`src/rtl/spart_brg_if.sv`:
```
// SPART I/O bus as seen by the baud rate generator, plus its status and tick outputs.
// The processor side is the master; the generator is the slave.
interface spart_brg_if;
   logic       iocs;
   logic       iorw;
   logic [1:0] ioaddr;
   logic [7:0] databus_in;
   logic       brg_en;
   logic       brg_active;
   logic       lo_pending;

   modport master (
      output iocs, iorw, ioaddr, databus_in,
      input  brg_en, brg_active, lo_pending
   );

   modport slave (
      input  iocs, iorw, ioaddr, databus_in,
      output brg_en, brg_active, lo_pending
   );
endinterface

```
`src/rtl/spart_brg.sv`:
```
// SPART baud rate generator: emits a one-cycle brg_en tick every divisor clocks.
// The divisor is staged low byte first and takes effect on the high-byte write.
module spart_brg #(
   parameter int                   DIV_WIDTH       = 16,
   parameter logic [DIV_WIDTH-1:0] DEFAULT_DIVISOR = DIV_WIDTH'(163)
) (
   input logic         clk,
   input logic         rst,
   spart_brg_if.slave  bus
);

   typedef enum logic {IDLE, RUN} state_t;

   localparam logic [DIV_WIDTH-1:0] ONE  = DIV_WIDTH'(1);
   localparam logic [DIV_WIDTH-1:0] ZERO = '0;

   state_t               state;
   logic [DIV_WIDTH-1:0] div_active;
   logic [DIV_WIDTH-1:0] count;
   logic [7:0]           div_lo_stage;
   logic                 brg_en_q;
   logic                 lo_pending_q;

   logic                 wr;
   logic                 wr_lo;
   logic                 wr_hi;
   logic [DIV_WIDTH-1:0] new_div;

   assign wr      = bus.iocs & ~bus.iorw;
   assign wr_lo   = wr & (bus.ioaddr == 2'b10);
   assign wr_hi   = wr & (bus.ioaddr == 2'b11);
   assign new_div = DIV_WIDTH'({bus.databus_in, div_lo_stage});

   // A commit takes priority over a terminal count, so no tick escapes on the commit edge.
   always_ff @(posedge clk) begin
      if (rst) begin
         div_active   <= DEFAULT_DIVISOR;
         div_lo_stage <= DEFAULT_DIVISOR[7:0];
         count        <= DEFAULT_DIVISOR - ONE;
         brg_en_q     <= 1'b0;
         lo_pending_q <= 1'b0;
         state        <= (DEFAULT_DIVISOR == ZERO) ? IDLE : RUN;
      end else if (wr_hi) begin
         div_active   <= new_div;
         lo_pending_q <= 1'b0;
         brg_en_q     <= 1'b0;
         if (new_div != ZERO) begin
            count <= new_div - ONE;
            state <= RUN;
         end else begin
            state <= IDLE;
         end
      end else begin
         if (wr_lo) begin
            div_lo_stage <= bus.databus_in;
            lo_pending_q <= 1'b1;
         end
         case (state)
            IDLE: begin
               brg_en_q <= 1'b0;
            end
            RUN: begin
               if (count == ZERO) begin
                  brg_en_q <= 1'b1;
                  count    <= div_active - ONE;
               end else begin
                  brg_en_q <= 1'b0;
                  count    <= count - ONE;
               end
            end
            default: begin
               brg_en_q <= 1'b0;
            end
         endcase
      end
   end

   assign bus.brg_en     = brg_en_q;
   assign bus.brg_active = (state == RUN);
   assign bus.lo_pending = lo_pending_q;

endmodule

```
`src/flat_wrapper.sv`:
```
// flat-port wrapper written by rule: the top's interface ports become plain ports
module spart_brg_flat 
#(
   parameter int                   DIV_WIDTH       = 16,
   parameter logic [DIV_WIDTH-1:0] DEFAULT_DIVISOR = DIV_WIDTH'(163)
)
  (clk, rst, bus_iocs, bus_iorw, bus_ioaddr, bus_databus_in, bus_brg_en, bus_brg_active, bus_lo_pending);
  spart_brg_if bus_i ();
  input logic clk;
  input logic rst;
  input wire logic [$bits(bus_i.iocs)-1:0] bus_iocs;
  input wire logic [$bits(bus_i.iorw)-1:0] bus_iorw;
  input wire logic [$bits(bus_i.ioaddr)-1:0] bus_ioaddr;
  input wire logic [$bits(bus_i.databus_in)-1:0] bus_databus_in;
  output wire logic [$bits(bus_i.brg_en)-1:0] bus_brg_en;
  output wire logic [$bits(bus_i.brg_active)-1:0] bus_brg_active;
  output wire logic [$bits(bus_i.lo_pending)-1:0] bus_lo_pending;
  assign bus_i.iocs = bus_iocs;
  assign bus_i.iorw = bus_iorw;
  assign bus_i.ioaddr = bus_ioaddr;
  assign bus_i.databus_in = bus_databus_in;
  assign bus_brg_en = bus_i.brg_en;
  assign bus_brg_active = bus_i.brg_active;
  assign bus_lo_pending = bus_i.lo_pending;
  spart_brg #(.DIV_WIDTH(DIV_WIDTH), .DEFAULT_DIVISOR(DEFAULT_DIVISOR)) u_core (.clk(clk), .rst(rst), .bus(bus_i));
endmodule
```
`config.mk`:
```
export PLATFORM = sky130hd
export DESIGN_NAME = spart_brg_flat
export DESIGN_NICKNAME = d
export VERILOG_FILES = /design/src/rtl/spart_brg_if.sv /design/src/rtl/spart_brg.sv /design/src/flat_wrapper.sv
export SDC_FILE = /design/constraint.sdc
export NUM_CORES = 1
export LEC_CHECK = 0
export CAP_MARGIN = 20
export CORE_ASPECT_RATIO = 0.5
export CORE_MARGIN = 4
export CORE_UTILIZATION = 62
export CTS_CLUSTER_DIAMETER = 40
export DETAILED_ROUTE_END_ITERATION = 16
export PLACE_DENSITY = 0.83
export SLEW_MARGIN = 10
export SYNTH_ARGS = -nofsm -noshare
export SYNTH_HDL_FRONTEND = slang
export SYNTH_SLANG_ARGS = --single-unit
```
`constraint.sdc`:
```
create_clock -name clk -period 5.8 [get_ports clk]
set_clock_uncertainty 0.15 [all_clocks]
set_input_delay 0.87 -clock clk [delete_from_list [all_inputs] [get_ports clk]]
set_output_delay 0.87 -clock clk [all_outputs]
set_load 0.01 [all_outputs]
```
==> out/qor.yml <==
cells_and_area:
  postLayoutCoreUtil_pct: 71.4
  antenna_cells: 0
  syn2layout_area_growth_pct: 10.8
  layout-drive-gt1-share_pct: 7.39
  stdcell_count: 335
  nets: 298
clock_tree:
  clk_path_buf_depth: 2
  root_buffer: "clkbuf_8"
  postCtsHoldBufs: 0
  cts-resized-gates: 0
  cts.sinks: 43
  cts_inserted_buffers: 5
  path_clk_slew_ns: 0.08
  htree_levels: 2
  clkLatencyLatePin_ns: 0.29
  postCtsSetupBuffers: 0
  cts_tree: "yes"
floorplan:
  core_um2: 3430
  start_util_pct: 64.4
  die_h_um: 50.3
  io_pins: 17
  rows: 15
  die-width_um: 92.5
  die-area_um2: 4650
drt:
  detail_route.wirelength_mm: 5.46
  drc: 0
  drtAntennaViolNets: 0
  drt_iter0_markers: 178
  drtPass1Iterations: 4
  vias: 2052
  wire_per_inst_um: 16.3
  via_per_inst: 6.13
synth:
  synth_edf_count: 0
  syn_nets: 286
  netlist_area_um2: 2210
  synth_cell_types: 55
  synth_ff_type: "dfxtp_1"
  yosys-top-cells-count: "nand2_1, dfxtp_1, nor2_1"
  synth_top_area_share_pct: 38.9
  ys_seq_area_share_pct: 38.9
  syn_area_per_cell_um2: 8.17
  netlist_instances: 271
  synth_area_leader_cell: "dfxtp_1"
  yosys_warnings: 0
  async_flop_share_pct: 0
  ys_ff_latch: 43
  synth_area_leaders: "dfxtp_1, nand2_1, nor2_1, a21oi_1, a211o_1"
  synth_most_common_cell: "nand2_1"
setup_path:
  arrival_ns: 3.78
  r2r_start: "u_core.count[12]$_SDFFE_PP0P_"
  slowest_delay_ns: 0.56
  path_buf_inv: 2
  cp_max_fo: 31
  crit_type: "primary input to flip-flop"
  path_cells: "clkdlybuf4s50_1 > nand4b_1 > buf_4 > nand2_1 > nand2_1 > a31oi_1 > nand4_4 > or4_1 > a311oi_1"
  cpMostUsedCell: "nand2_1"
  endpoint_kind: "flip-flop"
  cp_top_family: "simple AND/OR/NAND/NOR gates"
  cp-start-kind: "primary input"
  required_ns: 5.86
  startpoint: "bus_iorw"
  worst_path_max_delay_cell: "or4_1"
timing:
  finalHoldViolCount: 0
  setup_viol: 0
  min_period_over_period_pct: 64.1
  worst_slew_pin_slew_ns: 0.562
  fin_crit_ns: 3.72
  rsz0062_at_grt: "no"
  hold_slack_ns: 0.309
  setup-tns-final_ns: 0
  fmax_mhz: 269
  maxSlewViolCount: 0
  relSlewSlack_pct: 62.4
  fin_ws_ns: 2.08
run:
  maxCapViolCount: 0
place:
  port_buffers: 16
  dpl.hpwl_mm: 3.96
  place.gp.congestion: 0.865
  pre_cts_ws_ns: 1.77
  placed_cells: 327
hold_path:
  hp-start: "u_core.div_active[10]$_SDFFE_PP0P_"
  hp-class: "flip-flop to flip-flop"
pwr:
  p_leak_nw: 0.868
  irDropWorstVdd_mv: 0.155
  p_per_area_nw_per_um2: 240
status:
  run_status: "finished, final reports clean"
grt:
  track_usage_pct: 24.4
  grt_pass1_wl_mm: 8.84
  antenna_found_initial: 0
  grt_pass1_vias: 1834
  grt-ovfl-total: 0
  grt_max_degree: 40
-- registers in the layout, indices dropped and copies added, names as in the netlist --
signal	flops
u_core.count	16
u_core.div_active	16
u_core.div_lo_stage	8
u_core.bus.brg_active	1
u_core.bus.brg_en	1
u_core.bus.lo_pending	1
-- per-layer routing --
layer	share of wire (%)	vias to the layer above	GRT usage, %
li1	-	996	-
met3	9.8	6	6.44
met2	42	95	36.3
met4	0.79	0	7.39
met5	0	-	0
met1	47	955	34.6
-- metrics by stage --
stage,power [mW],cell area [µm²]
floorplan,0.381,2210
global placement,0.407,2370
detailed placement,0.410,2370
CTS,0.588,2450
global route,0.612,2450
finish,0.589,2450
-- cells in the final DEF (no fill, tap or decap), types with 3 or more instances in the layout --
master           instances
a211o_1                  6
a211oi_1                 5
a21oi_1                 20
a311oi_1                 3
a31oi_1                  5
buf_4                    5
clkbuf_8                 5
clkdlybuf4s50_1         16
dfxtp_1                 43
mux2i_1                  5
nand2_1                 51
nand3_1                  5
nand4_1                  3
nor2_1                  31
nor2b_1                  4
nor3_1                  10
nor4_1                   3
o211a_1                  3
o211ai_1                 5
o21a_1                   3
o21ai_0                  3
o21bai_1                 3
or2_2                    3
or3_1                    4
or4_1                    4
xnor2_1                  4
-- worst paths after layout --
kind,endpoint,slack [ns],depth (start not counted)
hold / removal,u_core.div_active[10]$_SDFFE_PP0P_,0.31,2
setup reg to reg,u_core.count[10]$_SDFFE_PP0P_,2.85,10
hold reg to reg,u_core.div_active[10]$_SDFFE_PP0P_,0.31,2
setup / recovery,u_core.count[15]$_SDFFE_PP0P_,2.08,9
-- report_power, final --
part,switching (mW),leakage (nW),internal [mW],total [mW]
Clock,0.0988,0.0422,0.0846,0.183
Sequential,0.0102,0.349,0.307,0.317
Combinational,0.0494,0.476,0.0388,0.0882
-- tightest hold or removal path, stage by stage (launching register included) --
cell     delay [ns]
dfxtp_1        0.32
nand2_1        0.05
a21oi_1        0.05
-- final cells by class --
| type | count | area [µm²] |
|---|---|---|
| fill | 262 | 982 |
| timing repair buffer | 21 | 198 |
| inverter | 2 | 7.51 |
| sequential | 43 | 861 |
| multi-input combinational | 210 | 1240 |
| clock buffer | 7 | 76.3 |
| tap | 51 | 63.8 |
| clock inverter | 1 | 5.00 |
-- cells by family (layout without fill, tap and decap cells) --
logic type | count (synthesis) | after routing | synth area share (%)
flops | 43 | 43 | 38.9
buf+inv | 18 | 31 | 5.31
compound gates | 67 | 67 | 21.8
simple gates | 131 | 131 | 28.8
fa+ha+maj | 1 | 1 | 0.565
xor+xnor | 6 | 6 | 2.37
mux | 5 | 5 | 2.26
No activity file was read; power rests on OpenSTA's default activity.
